**src/rtl/clk_div_pkg.sv**
```systemverilog
// Shared definitions for the clock-divider checker family.
package clk_div_pkg;

    typedef enum logic [1:0] {
        ST_IDLE  = 2'd0,
        ST_ACQ   = 2'd1,
        ST_MEAS  = 2'd2,
        ST_STUCK = 2'd3
    } mon_state_t;

    localparam int CNT_W_DEF       = 8;
    localparam int LOCK_CNT_DEF    = 4;
    localparam int SYNC_STAGES_DEF = 2;

endpackage

```
**src/rtl/clk_sync_edge.sv**
```systemverilog
// Multi-flop synchronizer for a divided clock sampled as data, plus rise/fall pulses.
module clk_sync_edge #(
    parameter int SYNC_STAGES = 2
) (
    input  logic clk,
    input  logic rst,
    input  logic d,
    output logic rise,
    output logic fall
);

    logic [SYNC_STAGES-1:0] sync_r;
    logic                   s_d_r;
    logic                   s_s;

    assign s_s = sync_r[SYNC_STAGES-1];

    // synchronizer chain and one-cycle delayed copy for edge detection
    always_ff @(posedge clk or posedge rst) begin
        if (rst) begin
            sync_r <= {SYNC_STAGES{1'b0}};
            s_d_r  <= 1'b0;
        end else begin
            sync_r <= {sync_r[SYNC_STAGES-2:0], d};
            s_d_r  <= s_s;
        end
    end

    assign rise = s_s & ~s_d_r;
    assign fall = ~s_s & s_d_r;

endmodule

```
**src/rtl/clk_div_monitor.sv**
```systemverilog
// Measures period/high/low of a divided clock in source-clock cycles and
// reports lock, period/duty errors and stuck-clock conditions.
module clk_div_monitor
    import clk_div_pkg::*;
#(
    parameter int CNT_W       = CNT_W_DEF,
    parameter int SYNC_STAGES = SYNC_STAGES_DEF,
    parameter int LOCK_CNT    = LOCK_CNT_DEF
) (
    input  logic             clk,
    input  logic             rst,
    input  logic             en,
    input  logic             div_in,
    input  logic [CNT_W-1:0] exp_period,
    input  logic             clr_err,
    output logic [CNT_W-1:0] period,
    output logic [CNT_W-1:0] high_cnt,
    output logic [CNT_W-1:0] low_cnt,
    output logic             meas_valid,
    output logic             locked,
    output logic             period_err,
    output logic             duty_err,
    output logic             stuck
);

    localparam int LK_W = $clog2(LOCK_CNT + 1);

    mon_state_t       state_r;
    logic [CNT_W-1:0] cnt_r;
    logic [CNT_W-1:0] high_lat_r;
    logic [CNT_W-1:0] period_r;
    logic [CNT_W-1:0] high_cnt_r;
    logic [CNT_W-1:0] low_cnt_r;
    logic [LK_W-1:0]  lock_cnt_r;
    logic             meas_valid_r;
    logic             locked_r;
    logic             period_err_r;
    logic             duty_err_r;
    logic             stuck_r;

    logic             rise_s;
    logic             fall_s;
    logic [CNT_W-1:0] cnt_p1_s;
    logic [CNT_W-1:0] cnt_inc_s;
    logic [CNT_W-1:0] low_next_s;
    logic [CNT_W:0]   cnt_p1_w_s;
    logic [CNT_W:0]   stuck_lim_s;
    logic [LK_W-1:0]  lock_next_s;
    logic             meas_evt_s;
    logic             per_miss_s;
    logic             duty_bad_s;
    logic             stuck_hit_s;

    function automatic logic [CNT_W-1:0] abs_diff(input logic [CNT_W-1:0] a,
                                                  input logic [CNT_W-1:0] b);
        if (a >= b) begin
            return a - b;
        end else begin
            return b - a;
        end
    endfunction

    clk_sync_edge #(
        .SYNC_STAGES(SYNC_STAGES)
    ) u_sync (
        .clk  (clk),
        .rst  (rst),
        .d    (div_in),
        .rise (rise_s),
        .fall (fall_s)
    );

    // measurement arithmetic, stuck threshold and next lock count
    always_comb begin
        cnt_p1_s    = cnt_r + CNT_W'(1'b1);
        cnt_p1_w_s  = {1'b0, cnt_r} + (CNT_W+1)'(1'b1);
        stuck_lim_s = {exp_period, 1'b0};
        low_next_s  = cnt_p1_s - high_lat_r;
        meas_evt_s  = en && (state_r == ST_MEAS) && rise_s;
        per_miss_s  = (cnt_p1_s != exp_period);
        duty_bad_s  = (abs_diff(high_lat_r, low_next_s) > CNT_W'(1'b1));
        // threshold is checked on the value cnt is about to take
        stuck_hit_s = !rise_s && (cnt_p1_w_s >= stuck_lim_s);
        if (cnt_r == {CNT_W{1'b1}}) begin
            cnt_inc_s = cnt_r;
        end else begin
            cnt_inc_s = cnt_p1_s;
        end
        if (per_miss_s) begin
            lock_next_s = {LK_W{1'b0}};
        end else if (lock_cnt_r == LK_W'(LOCK_CNT)) begin
            lock_next_s = lock_cnt_r;
        end else begin
            lock_next_s = lock_cnt_r + LK_W'(1'b1);
        end
    end

    // sticky error flags; a new error wins over a simultaneous clear
    always_ff @(posedge clk or posedge rst) begin
        if (rst) begin
            period_err_r <= 1'b0;
            duty_err_r   <= 1'b0;
        end else begin
            if (meas_evt_s && per_miss_s) begin
                period_err_r <= 1'b1;
            end else if (clr_err) begin
                period_err_r <= 1'b0;
            end
            if (meas_evt_s && duty_bad_s) begin
                duty_err_r <= 1'b1;
            end else if (clr_err) begin
                duty_err_r <= 1'b0;
            end
        end
    end

    // monitor FSM, cycle counter, measurement and lock registers
    always_ff @(posedge clk or posedge rst) begin
        if (rst) begin
            state_r      <= ST_IDLE;
            cnt_r        <= {CNT_W{1'b0}};
            high_lat_r   <= {CNT_W{1'b0}};
            period_r     <= {CNT_W{1'b0}};
            high_cnt_r   <= {CNT_W{1'b0}};
            low_cnt_r    <= {CNT_W{1'b0}};
            lock_cnt_r   <= {LK_W{1'b0}};
            meas_valid_r <= 1'b0;
            locked_r     <= 1'b0;
            stuck_r      <= 1'b0;
        end else begin
            meas_valid_r <= 1'b0;
            if (!en) begin
                state_r    <= ST_IDLE;
                cnt_r      <= {CNT_W{1'b0}};
                lock_cnt_r <= {LK_W{1'b0}};
                locked_r   <= 1'b0;
                stuck_r    <= 1'b0;
            end else begin
                case (state_r)
                    ST_IDLE: begin
                        state_r <= ST_ACQ;
                        cnt_r   <= {CNT_W{1'b0}};
                    end
                    ST_ACQ: begin
                        if (rise_s) begin
                            state_r <= ST_MEAS;
                            cnt_r   <= {CNT_W{1'b0}};
                        end else begin
                            cnt_r <= cnt_inc_s;
                        end
                    end
                    ST_MEAS: begin
                        if (rise_s) begin
                            cnt_r        <= {CNT_W{1'b0}};
                            period_r     <= cnt_p1_s;
                            high_cnt_r   <= high_lat_r;
                            low_cnt_r    <= low_next_s;
                            meas_valid_r <= 1'b1;
                            lock_cnt_r   <= lock_next_s;
                            locked_r     <= (lock_next_s == LK_W'(LOCK_CNT));
                        end else begin
                            cnt_r <= cnt_inc_s;
                            if (fall_s) begin
                                high_lat_r <= cnt_p1_s;
                            end
                            if (stuck_hit_s) begin
                                state_r    <= ST_STUCK;
                                stuck_r    <= 1'b1;
                                locked_r   <= 1'b0;
                                lock_cnt_r <= {LK_W{1'b0}};
                            end
                        end
                    end
                    ST_STUCK: begin
                        // the partial period ending at this rise is not reported
                        if (rise_s) begin
                            state_r <= ST_MEAS;
                            stuck_r <= 1'b0;
                            cnt_r   <= {CNT_W{1'b0}};
                        end else begin
                            cnt_r <= cnt_inc_s;
                        end
                    end
                    default: begin
                        state_r <= ST_IDLE;
                    end
                endcase
            end
        end
    end

    assign period     = period_r;
    assign high_cnt   = high_cnt_r;
    assign low_cnt    = low_cnt_r;
    assign meas_valid = meas_valid_r;
    assign locked     = locked_r;
    assign period_err = period_err_r;
    assign duty_err   = duty_err_r;
    assign stuck      = stuck_r;

endmodule

```
**config.mk**
```make
export PLATFORM = sky130hd
export DESIGN_NAME = clk_div_monitor
export DESIGN_NICKNAME = d
export VERILOG_FILES = /design/src/rtl/clk_div_pkg.sv /design/src/rtl/clk_sync_edge.sv /design/src/rtl/clk_div_monitor.sv
export SDC_FILE = /design/constraint.sdc
export NUM_CORES = 1
export LEC_CHECK = 0
export CORE_MARGIN = 4
export CORE_UTILIZATION = 45
export DETAILED_ROUTE_END_ITERATION = 6
export DONT_BUFFER_PORTS = 1
export GPL_TIMING_DRIVEN = 0
export PLACE_DENSITY_LB_ADDON = 0.08
export SETUP_SLACK_MARGIN = 0.4
export SLEW_MARGIN = 20
export SYNTH_ARGS = -nofsm -noshare
export SYNTH_HDL_FRONTEND = slang
export SYNTH_SLANG_ARGS = --single-unit
```
**constraint.sdc**
```tcl
create_clock -name clk -period 4.2 [get_ports clk]
set_input_delay 0.42 -clock clk [delete_from_list [all_inputs] [get_ports clk]]
set_output_delay 0.42 -clock clk [all_outputs]
set_load 0.02 [all_outputs]
```
# Yosys cells after proc, flatten, opt, wreduce, memory -nomap -nowiden
# Index checks and enable logic that the tools add are counted.
# word_totals
regBits	53
latchBits	0
mem_bits_rw	0
romBits	0
input_bits	13
out_inout_bits	29
word_cells	90
memories	0
# classes
add_sub_neg	6
n_mul	0
n_div	0
n_lt_le_gt_ge	3
n_eq_ne	15
shift	0
muxes	31
n_bitwise	5
reduce_logical	16
# ops
op	count
8-bit two-way mux	4
8-bit subtractor	3
3-bit two-way mux	6
8-bit case mux with 2 select lines	1
1-bit two-way mux	14
8-bit by 1-bit adder with 9-bit output (second input constant)	1
9-bit greater-or-equal comparator	1
3-bit inequality test (second input constant)	3
8-bit by 1-bit adder with 8-bit output (second input constant)	1
8-bit equality test (second input constant)	1
8-bit greater-or-equal comparator	1
8-bit by 1-bit > comparator with 1-bit output (second input constant)	1
2-bit two-way mux	4
8-bit inequality test	1
4-bit AND reduction	2
3-bit equality test (second input constant)	2
3-bit by 1-bit inequality test with 1-bit output (second input constant)	2
2-bit case mux with 3 select lines	1
3-bit AND reduction	2
1-bit logical AND	5
2-bit equality test (second input constant)	2
4-bit inequality test (second input constant)	1
2-bit nonzero test	2
3-bit by 1-bit adder with 3-bit output (second input constant)	1
11 further kinds	14

# Depth between registers and ports, before layout
# Gate-level depths: netlist of run 1.
# logic_depth
word_depth	8
ltp_mapped	22
mapped_depth_nobuf	19

# Cells and area by module
# From an unflattened synthesis of run 1, not the netlist that was laid out.
# unflattened
hier_cells	398
area_unflattened_um2	3563.4
# by_module_without_submodules
module	n_inst	cells_per_inst	area_each_um2	seq_area_each_um2
clk_div_monitor	1	392	3469.6	1251.2
clk_sync_edge	1	6	93.8	75.1

# Worst setup path before layout of run 1
# Ideal clock, no wire load.
# synth_path
path_type	register to register
start	register cnt_r[0]
end	register duty_err_r, in the netlist duty_err
setup_time_ps	138
t_arrival_ps	4302
required_time_ps	4062
slack_ps	-239
stages_incl_launch_ff	23
n_path_buf	3
period_less_slack_ps	4439
path_cell_list	dfrtp_1 > clkbuf_1 > nand3_1 > xor2_1 > inv_1 > ha_1 > a21oi_1 > nor2b_1 > nor3_1 > o21bai_1 > a21oi_1 > xnor2_1 > ha_1 > clkbuf_2 > nand4_1 > a31oi_1 > a311oi_1 > and2_1 > buf_6 > or4_1 > and4_1 > nor4_1 > o22ai_1
# synth_via
elab_chain_len	7
word_cells_on_any_way	10
classes_between	add/sub: 4; order compare: 2; mux: 2; reduce/logical: 2
# synth_lines
item	line_no	rtl
start: declaration	clk_div_monitor.sv:29	logic [CNT_W-1:0] cnt_r;
start signal: assignment	clk_div_monitor.sv:121	cnt_r <= {CNT_W{1'b0}};
start signal: assignment	clk_div_monitor.sv:134	cnt_r <= {CNT_W{1'b0}};
start signal: assignment	clk_div_monitor.sv:142	cnt_r <= {CNT_W{1'b0}};
8-bit by 1-bit adder with 8-bit output *	clk_div_monitor.sv:75	cnt_p1_s = cnt_r + CNT_W'(1'b1);
8-bit subtractor *	clk_div_monitor.sv:78	low_next_s = cnt_p1_s - high_lat_r;
8-bit subtractor (tied with other cells)	clk_div_monitor.sv:59	return b - a;
8-bit two-way mux *	clk_div_monitor.sv:56	if (a >= b) begin
8-bit by 1-bit > comparator with 1-bit output *	clk_div_monitor.sv:81	duty_bad_s = (abs_diff(high_lat_r, low_next_s) > CNT_W'(1'b1));
1-bit logical AND *	clk_div_monitor.sv:109	if (meas_evt_s && duty_bad_s) begin
1-bit two-way mux / 2-bit nonzero test (equally long branches)	--	
end signal: assignment	clk_div_monitor.sv:102	duty_err_r <= 1'b0;
end signal: assignment	clk_div_monitor.sv:110	duty_err_r <= 1'b1;
end signal: assignment	clk_div_monitor.sv:112	duty_err_r <= 1'b0;
end: declaration	clk_div_monitor.sv:38	logic duty_err_r;
# Mark *: on every way between the ends. The rest lies on a longest branch, timed or not.
# A chain may end at the register's enable or synchronous reset.

# Final worst setup path of run 1
# Same ends and word-level chain as after synthesis.

==> flow_summary_export.csv, run 1 <==
group,metric,value,unit
power_and_ir_drop,ir_drop,0.258,mV
power_and_ir_drop,seqPwrFrac,0.312,
sta,tightest_slew,0.927,ns
sta,period_share,0.999,
setup_path,path_class,"register to register",
final_layout,nFillCells,627,
final_layout,final_cell_mix,"48 x dfrtp_1, 42 x nand2_1, 39 x o21ai_0",
sta,clock-skew-final,0.0140,ns
synthesis,synth_edf_count,0,
floorplan,core_area,7330,µm²
synthesis,avgSynthCellArea,8.79,µm²
drt,vias_per_cell,5.41,
setup_path,crit_fanout,5,
synthesis,syn_area,3430,µm²
power_and_ir_drop,total_power,2160,µW
sta,setup_tns,0,ns
setup_path,critPathCaptureType,"register",
sta,setup_viol,0,
place,dpl.hpwl,6420,µm
drt,wl_per_cell,16.8,µm
clock_tree,cts_tree,"built",
floorplan,dieArea,9080,µm²
synthesis,yosysSeqAreaShare,0.387,
final_layout,stdcell_area,4310,µm²
final_layout,seqCellArea,1330,µm²
final_layout,drive_gt1_frac,0.217,
clock_tree,cts_root_buffer,"clkbuf_8",
sta,relSlewSlack,0.376,
final_layout,multiInputGateArea,2260,µm²
sta,max_freq,238,MHz
floorplan,initial_utilization,0.468,
sta,timing.final.crit_period,4.20,ns
final_layout,syn2layout_area_growth,25.7,%
setup_path,crit_top_cell,"ha_4",
place,place_area,3710,µm²
setup_path,slowest_delay,0.49,ns
power_and_ir_drop,p_leak,0.00196,µW
setup_path,startpoint_type,"register",
floorplan,die_y,95.3,µm
sta,hold_violations,0,
setup_path,cp_cell_sequence,"ha_4 > xnor2_4 > inv_1 > ha_4 > o2111a_2 > nor3_4 > o21bai_1 > a21oi_2 > xnor2_2 > ha_1 > clkbuf_8 > nand4_1 > a31oi_1 > a311oi_2 > and2_1 > buf_6 > or4_4 > and4_4 > nor4_4 > o22ai_1",
drt,drt_pass1_iterations,4,
synthesis,syn_inst,390,
power_and_ir_drop,p_clk_frac,0.168,
clock_tree,clk_pin_slew,0.10,ns
sta,grt_setup_unrepaired,"true",
setup_path,cp.required,4.39,ns
synthesis,synthArstFlopShare,1.00,
global_routing,grt_pass1_wl,14600,µm
place,gp_congestion,0.859,
clock_tree,cts_buffers,5,
synthesis,synthDistinctLibCells,48,
sta,hold_slack,0.0709,ns
floorplan,die_w,95.3,µm
global_routing,grt-ovfl-total,0,
drt,drtAntennaViolNets,0,
clock_tree,clockBufferDepth,2,
power_and_ir_drop,p_sw,898,µW
global_routing,antenna_found_initial,0,
drt,drt_iter0_drc,148,
synthesis,ys_seq_elements,53,
job,max_cap_violations,0,
synthesis,ys_warn_count,0,
drt,drc,0,
floorplan,num_rows,31,
setup_path,slowest_stage,"or4_4",
power_and_ir_drop,comb_power_share,0.520,
final_layout,final_common_cell,"dfrtp_1",
global_routing,track_usage,0.210,
sta,finalWorstSetupSlack,0.00409,ns
synthesis,synthFlopType,"dfrtp_1",
setup_path,cp.arrival,4.39,ns
clock_tree,clock_sinks,53,
place,place_ws,-0.984,ns
global_routing,grt_max_degree,54,
power_and_ir_drop,p_int,1260,µW
synthesis,syn_nets,437,
place,io_buffer_count,0,
status,status,"finished, final reports clean",
drt,vias,2855,
final_layout,diodes,0,
final_layout,nets,475,
hold_path,min_path_type,"input pin to async pin",
sta,slew_violations,0,
clock_tree,clk_latency,0.31,ns
clock_tree,h-tree-depth,2,
drt,routed_wl,8890,µm
floorplan,io_pins,42,
power_and_ir_drop,p_per_area,500,nW/µm²
power_and_ir_drop,switching_share,0.416,
global_routing,grt_pass1_vias,2756,
[path summary, 6_finish.rpt]
check	startpoint	to	slack, ns	depth (start not counted)
setup / recovery	cnt_r[0]	duty_err	0.004	20
max in group asynchronous	rst	cnt_r[2]	3.66	1
hold / removal	rst	duty_err	0.07	1
setup reg to reg	cnt_r[0]	duty_err	0.004	20
min in group clk	div_in	u_sync.sync_r[0]	0.12	0
hold reg to reg	u_sync.sync_r[0]	u_sync.sync_r[1]	0.38	0
[sequential cells by signal, summed over array words and instances (netlist names)]
| signal | flops |
|---|---|
| cnt_r | 8 |
| duty_err | 1 |
| high_cnt | 8 |
| high_lat_r | 8 |
| lock_cnt_r | 3 |
| locked | 1 |
| low_cnt | 8 |
| meas_valid | 1 |
| period | 8 |
| period_err | 1 |
| state_r | 2 |
| stuck | 1 |
| u_sync.s_d_r | 1 |
| u_sync.sync_r | 2 |
[metal layers]
metal | part of all wire | vias to the layer above | global-route usage | routed length (µm)
met5 | 0 | - | 0 | 0
met4 | 0.0081 | 0 | 0.0361 | 72
met3 | 0.052 | 6 | 0.0442 | 462
met2 | 0.46 | 70 | 0.345 | 4130
met1 | 0.48 | 1360 | 0.290 | 4230
li1 | - | 1419 | - | -
[final cells by class]
class                           count  area share
Multi-Input combinational cell    283       0.525
Clock inverter                      2     0.00900
Buffer                             13      0.0212
Sequential cell                    53       0.309
Clock buffer                        6      0.0168
Tap cell                           99      0.0287
Timing Repair Buffer               31      0.0540
Inverter                           41      0.0363
[what timing repair did]
action / in CTS / in global routing
pin swaps: 20 / 12
gates resized for setup: 29 / 17
hold buffers: 0 / 0
setup buffers: 21 / 10
setup endpoints to repair: 1 / 1
[Yosys cell counts (2+ instances only)]
| cell | instances | area, µm² |
|---|---|---|
| o211ai_1 | 4 | 30.0 |
| o22ai_1 | 3 | 18.8 |
| fa_1 | 3 | 60.1 |
| o2111a_1 | 2 | 22.5 |
| a31oi_1 | 3 | 18.8 |
| nor3_1 | 7 | 35.0 |
| and3_1 | 5 | 31.3 |
| nor4_1 | 2 | 12.5 |
| clkbuf_1 | 11 | 41.3 |
| xor2_1 | 9 | 78.8 |
| o21ai_0 | 39 | 195 |
| nor2b_1 | 11 | 68.8 |
| a2111oi_0 | 2 | 17.5 |
| nand4_1 | 4 | 25.0 |
| a21oi_1 | 28 | 140 |
| nand2b_1 | 8 | 50.1 |
| dfrtp_1 | 53 | 1330 |
| nor2_1 | 17 | 63.8 |
| and2_1 | 3 | 18.8 |
| a21boi_0 | 3 | 22.5 |
| inv_1 | 41 | 154 |
| nand2_1 | 42 | 158 |
| ha_1 | 31 | 388 |
| nor3b_1 | 4 | 30.0 |
| nand3_1 | 14 | 70.1 |
| xnor2_1 | 15 | 131 |
| o21a_1 | 3 | 22.5 |
| mux2i_1 | 3 | 30.0 |
[per-stage QoR]
step           std cells  utilization
4_1_cts              518        0.568
2_1_floorplan        390            -
3_3_place_gp         489        0.506
3_5_place_dp         489        0.506
5_1_grt              528        0.588
6_report             528        0.588
[power by group through the flow]
stage	sequential (µW)	clock [µW]	combinational, µW
CTS	674	372	1020
finish	673	362	1120
global route	684	394	1250
floorplan	663	0	691
global placement	682	0	860
detailed placement	684	0	871
[kinds of logic (layout without fill, tap and decap cells)]
family	count (synthesis)	in the layout	synth area share
buffers and inverters	54	93	0.0617
DFF	53	53	0.387
AOI/OAI and AO/OA	99	99	0.173
muxes	3	3	0.00876
and+or+nand+nor	123	123	0.178
adders and majority gates	34	34	0.131
xor gates and xnor gates	24	24	0.0613
[critical path, delay by kind of cell (launching register included)]
kind                       cells  cell delay (ns)
and+or+nand+nor                6             1.28
buffers and inverters          3             0.37
xor gates and xnor gates       2             0.28
DFF                            1             0.44
adders and majority gates      3             0.77
AOI/OAI and AO/OA              6             0.93
(Power assumes the default switching activity.)
==> run 2: changes to the inputs <==
==> constraint.sdc (replaced) <==
create_clock -name clk -period 3.5 [get_ports clk]
set_input_delay 0.35 -clock clk [delete_from_list [all_inputs] [get_ports clk]]
set_output_delay 0.35 -clock clk [all_outputs]
set_load 0.02 [all_outputs]
==> run 2 against run 1 <==
Against the previous run: clock skew decreased by 0.0015 ns; sequential share of layout area decreased by 0.054 points; utilization is 0.10 points higher; the flow now finishes with violations (setup timing); largest cell class unchanged; non-clock buffer count stayed put.
==> flow_summary_export.csv, run 2 (synthesized netlist as in run 1, its figures left out) <==
group,metric,value,unit
final_layout,drive_gt1_frac,0.219,
sta,grt_setup_unrepaired,"true",
power_and_ir_drop,switching_share,0.416,
status,violations,"setup timing",
place,gp_congestion,0.859,
sta,period_share,1.20,
drt,routed_wl,8880,µm
clock_tree,cts_buffers,5,
sta,hold_slack,0.000593,ns
power_and_ir_drop,seqPwrFrac,0.312,
power_and_ir_drop,ir_drop,0.310,mV
drt,vias,2843,
power_and_ir_drop,p_per_area,599,nW/µm²
clock_tree,h-tree-depth,2,
sta,tightest_slew,0.924,ns
sta,timing.final.crit_period,4.19,ns
setup_path,startpoint_type,"register",
setup_path,cp.required,3.69,ns
setup_path,cp.arrival,4.38,ns
drt,vias_per_cell,5.38,
drt,drt_iter0_drc,153,
final_layout,utilization,0.589,
floorplan,dieArea,9080,µm²
global_routing,track_usage,0.210,
power_and_ir_drop,p_sw,1080,µW
global_routing,antenna_found_initial,0,
final_layout,seqCellArea,1330,µm²
floorplan,initial_utilization,0.468,
final_layout,multiInputGateArea,2270,µm²
clock_tree,cts_tree,"built",
sta,slew_violations,0,
power_and_ir_drop,p_int,1510,µW
place,dp_cells,489,
final_layout,diodes,0,
global_routing,grt_pass1_vias,2756,
drt,drc,0,
floorplan,num_rows,31,
hold_path,min_path_type,"input pin to async pin",
global_routing,grt_max_degree,54,
final_layout,nets,475,
setup_path,critPathCaptureType,"register",
setup_path,path_class,"register to register",
drt,drtAntennaViolNets,0,
place,dpl.hpwl,6420,µm
setup_path,r2r-end,"duty_err",
clock_tree,cts_root_buffer,"clkbuf_8",
final_layout,nFillCells,624,
clock_tree,clock_sinks,53,
final_layout,final_common_cell,"dfrtp_1",
power_and_ir_drop,p_clk_frac,0.167,
sta,clock-skew-final,0.0125,ns
power_and_ir_drop,comb_power_share,0.521,
floorplan,core_area,7330,µm²
floorplan,die_y,95.3,µm
floorplan,io_pins,42,
power_and_ir_drop,p_leak,0.00196,µW
sta,max_freq,239,MHz
floorplan,die_w,95.3,µm
place,io_buffer_count,0,
setup_path,crit_fanout,5,
clock_tree,clk_pin_slew,0.10,ns
sta,finalWorstSetupSlack,-0.692,ns
final_layout,syn2layout_area_growth,25.9,%
sta,hold_violations,0,
final_layout,final_cells,528,
sta,relSlewSlack,0.378,
global_routing,grt_pass1_wl,14600,µm
drt,wl_per_cell,16.8,µm
final_layout,final_cell_mix,"48 x dfrtp_1, 42 x nand2_1, 39 x o21ai_0",
clock_tree,clockBufferDepth,2,
setup_path,reg2reg_from,"cnt_r[0]",
setup_path,reg2reg_slack,-0.69,ns
job,max_cap_violations,0,
clock_tree,clk_latency,0.31,ns
sta,setup_viol,1,
status,status,"finished with violations",
setup_path,rr_worst_depth,20,
drt,drt_pass1_iterations,4,
global_routing,grt-ovfl-total,0,
run 2: worst max-delay path, cell delays in order, from the launching register on:
cell	delay (ns)
dfrtp_1	0.44
ha_4	0.22
xnor2_4	0.19
inv_1	0.11
ha_4	0.26
o2111a_2	0.18
nor3_4	0.20
o21bai_1	0.11
a21oi_2	0.22
xnor2_2	0.09
ha_1	0.29
clkbuf_8	0.12
nand4_1	0.09
a31oi_1	0.23
a311oi_2	0.09
and2_1	0.17
buf_6	0.13
or4_4	0.49
and4_4	0.16
nor4_4	0.17
o22ai_1	0.10
run 2: repair_timing:
| action | 4_1_cts | 5_1_grt |
|---|---|---|
| endpoints found under the setup margin | 1 | 6 |
| gates cloned | 0 | 0 |
| buffers inserted | 21 | 10 |
| gates resized for setup | 29 | 18 |
| pin swaps | 20 | 12 |
| hold buffers | 0 | 0 |
run 2: power groups by stage:
stage          registers [µW]  logic (µW)  clock network (µW)
3_5_place_dp              821        1050                   0
6_report                  808        1350                 432
5_1_grt                   820        1500                 473
3_3_place_gp              818        1030                   0
4_1_cts                   809        1220                 446
2_1_floorplan             795         829                   0
run 2: through the flow:
step                worst slack (ns)  area (µm²)  total power, µW  TNS, ns
floorplan                     -0.472        3580             1620   -0.472
global placement               -1.68        3710             1850    -1.68
detailed placement             -1.68        3710             1870    -1.68
CTS                           -0.751        4160             2470   -0.751
global route                  -0.894        4320             2790   -0.894
finish                        -0.692        4320             2590   -0.692
run 2: worst max path at each step:
stage	from	endpoint	slack [ns]	depth (start not counted)
floorplan	cnt_r[0]	duty_err	-0.47	22
global placement	cnt_r[1]	duty_err	-1.68	17
detailed placement	cnt_r[1]	duty_err	-1.68	17
CTS	cnt_r[0]	duty_err	-0.75	21
global route	cnt_r[3]	duty_err	-0.89	20
finish	cnt_r[0]	duty_err	-0.69	20
run 2: final cells by class:
class	count	share of cell area
clock buffer	6	0.0168
inverter	41	0.0362
tap	99	0.0287
timing repair buffer	31	0.0539
sequential	53	0.309
buffer	13	0.0212
multi-input combinational	283	0.526
clock inverter	2	0.00898
run 2: routing by layer:
metal / up-vias / track usage / routed length (µm)
met4: 0 / 0.0361 / 72
met3: 6 / 0.0442 / 430
met1: 1362 / 0.290 / 4250
met2: 58 / 0.345 / 4130
met5: - / 0 / 0
li1: 1417 / - / -
==> run 3: changes to the inputs <==
--- a/config.mk
+++ b/config.mk
@@ -15,4 +15,5 @@
 export SLEW_MARGIN = 20
 export SYNTH_ARGS = -nofsm -noshare
 export SYNTH_HDL_FRONTEND = slang
+export SYNTH_HIERARCHICAL = 1
 export SYNTH_SLANG_ARGS = --single-unit
==> run 3 against run 2 <==
Against the previous run: the flow still finishes with violations (setup timing); fmax increased by 3.3%; hold slack better by 0.057 ns; first-iteration DRC count decreased by 23%; die area up 3.6%; final cell count down 1.5%; count of clock-buffer cells in the layout is the same; synthesized area grew 3.9%; sequential share of layout area up 1.5 points; wire length shrank 4.6%; power is 37% lower; largest cell class unchanged; largest power group is now sequential cells.
==> flow_summary_export.csv, run 3 <==
group,metric,value,unit
global_routing,antenna_found_initial,0,
sta,finalWorstSetupSlack,-0.559,ns
final_layout,diodes,0,
floorplan,io_pins,42,
clock_tree,cts_root_buffer,"clkbuf_8",
setup_path,cp.arrival,4.26,ns
power_and_ir_drop,p_sw,541,µW
floorplan,die_y,97.0,µm
floorplan,num_rows,32,
sta,grt_setup_unrepaired,"true",
power_and_ir_drop,p_per_area,397,nW/µm²
final_layout,syn2layout_area_growth,15.1,%
setup_path,startpoint_type,"register",
floorplan,core_area,7730,µm²
job,max_cap_violations,0,
status,status,"finished with violations",
sta,slew_violations,0,
floorplan,dieArea,9410,µm²
drt,drt_iter0_drc,118,
sta,clock-skew-final,0.0108,ns
synthesis,avgSynthCellArea,8.95,µm²
clock_tree,clockBufferDepth,2,
power_and_ir_drop,ir_drop,0.155,mV
sta,setup_viol,1,
clock_tree,clock_sinks,53,
sta,hold_slack,0.0574,ns
synthesis,synth.most_common_cell,"nand2_1",
setup_path,path_class,"register to register",
synthesis,synth_edf_count,0,
drt,drt_pass1_iterations,4,
power_and_ir_drop,p_leak,0.00191,µW
sta,max_freq,246,MHz
power_and_ir_drop,p_int,1090,µW
global_routing,grt_pass1_wl,14200,µm
sta,relSlewSlack,0.567,
synthesis,synthDistinctLibCells,65,
synthesis,synth_largest_area_cell,"dfrtp_1",
power_and_ir_drop,comb_power_share,0.358,
global_routing,grt-ovfl-total,0,
sta,period_share,1.16,
status,violations,"setup timing",
global_routing,track_usage,0.186,
final_layout,nets,465,
sta,timing.final.crit_period,4.06,ns
synthesis,ys_seq_elements,53,
place,io_buffer_count,0,
synthesis,synthArstFlopShare,1.00,
final_layout,nFillCells,699,
drt,vias_per_cell,5.34,
clock_tree,h-tree-depth,2,
synthesis,syn_area,3560,µm²
final_layout,drive_gt1_frac,0.153,
synthesis,syn_inst,398,
clock_tree,clk_pin_slew,0.10,ns
synthesis,synth.area.top_cells,"dfrtp_1 37%, ha_1 11%, nand2_1 6.3%",
place,dpl.hpwl,6560,µm
global_routing,grt_pass1_vias,2806,
setup_path,crit_fanout,5,
setup_path,cp.required,3.71,ns
clock_tree,clk_latency,0.31,ns
clock_tree,cts_tree,"built",
power_and_ir_drop,seqPwrFrac,0.413,
sta,tightest_slew,0.649,ns
drt,drtAntennaViolNets,0,
drt,vias,2779,
synthesis,yosys-top-cells-count,"60 x nand2_1, 53 x dfrtp_1, 44 x inv_1",
drt,drc,0,
setup_path,critPathCaptureType,"register",
drt,wl_per_cell,16.3,µm
synthesis,yosysSeqAreaShare,0.372,
place,gp_congestion,0.866,
synthesis,synthFlopType,"dfrtp_1",
place,place_ws,-0.968,ns
synthesis,ys_warn_count,6,
floorplan,initial_utilization,0.461,
power_and_ir_drop,p_clk_frac,0.229,
final_layout,final_common_cell,"nand2_1",
drt,routed_wl,8470,µm
global_routing,grt_max_degree,27,
power_and_ir_drop,switching_share,0.332,
floorplan,die_w,97.0,µm
synthesis,netlist.area_leader.share,0.372,
synthesis,syn_nets,445,
hold_path,min_path_type,"input pin to register",
clock_tree,cts_buffers,5,
final_layout,final_cell_mix,"59 x nand2_1, 52 x dfrtp_1, 40 x inv_1",
sta,hold_violations,0,
[run 3: power by group through the flow]
stage | clock network (µW) | logic (µW) | registers [µW]
global placement | 0 | 469 | 685
global route | 406 | 645 | 676
CTS | 383 | 571 | 673
floorplan | 0 | 385 | 679
finish | 373 | 584 | 673
detailed placement | 0 | 473 | 685
[run 3: metrics by stage]
step | std cells | TNS [ns] | area [µm²] | util | total power [µW]
final | 520 | -0.559 | 4100 | 0.531 | 1630
after global routing | 520 | -0.741 | 4100 | 0.531 | 1730
after CTS | 519 | -0.529 | 4060 | 0.526 | 1630
after detailed placement | 501 | -0.968 | 3760 | 0.487 | 1160
after global placement | 500 | -0.978 | 3740 | 0.484 | 1150
after floorplan | 398 | -0.416 | 3620 | - | 1060
[run 3: area by class of cell]
cell class	instances	area [µm²]	area share
plain buffers	12	67.6	0.0165
clock buffers	6	82.6	0.0201
clock inverters	1	7.51	0.00183
inverters	44	165	0.0403
multi-input cells	289	2190	0.535
flip-flops and latches	53	1330	0.324
well taps	102	128	0.0311
repair buffers	13	129	0.0314
[run 3: what timing repair did]
item / 4_1_cts / 5_1_grt
endpoints found under the hold margin: 28 / 0
endpoints found under the setup margin: 1 / 5
setup buffers: 10 / 1
pin swaps: 11 / 3
resized for setup: 15 / 9
hold buffers: 1 / 0
[run 3: logic make-up after synthesis]
| family | synth area share |
|---|---|
| flops | 0.372 |
| buf+inv | 0.0650 |
| fa+ha+maj | 0.126 |
| simple gates | 0.176 |
| compound gates | 0.189 |
| mux | 0.00843 |
| xor+xnor | 0.0639 |
[run 3: final timing paths]
path                                  start                to  slack [ns]  depth (start not counted)
setup reg to reg                   cnt_r[0]          duty_err       -0.56                         19
hold / removal                       div_in  u_sync/sync_r[0]        0.06                          0
min in group asynchronous               rst  u_sync/sync_r[0]        0.37                          2
hold reg to reg            u_sync/sync_r[0]  u_sync/sync_r[1]        0.36                          0
setup / recovery                   cnt_r[0]          duty_err       -0.56                         19
max in group asynchronous               rst     high_lat_r[3]        2.39                          3
[run 3: layer usage]
metal  global-route usage  part of all wire
met1                0.240              0.47
met2                0.314              0.48
met3               0.0433             0.036
met4               0.0464             0.012
met5                    0                 0
[run 3: worst max-delay path, cell delays in order (launching register included)]
cell       delay, ns
dfrtp_2         0.45
ha_4            0.19
nand3_4         0.10
xor2_4          0.17
inv_2           0.07
ha_4            0.22
and2_4          0.16
a221o_1         0.31
or2_4           0.25
a21o_1          0.17
a21oi_2         0.15
xnor2_1         0.10
ha_1            0.33
nand2_2         0.09
a211o_4         0.28
o211ai_4        0.10
o2111a_1        0.28
o2bb2ai_2       0.10
nor4bb_4        0.30
a31oi_1         0.11
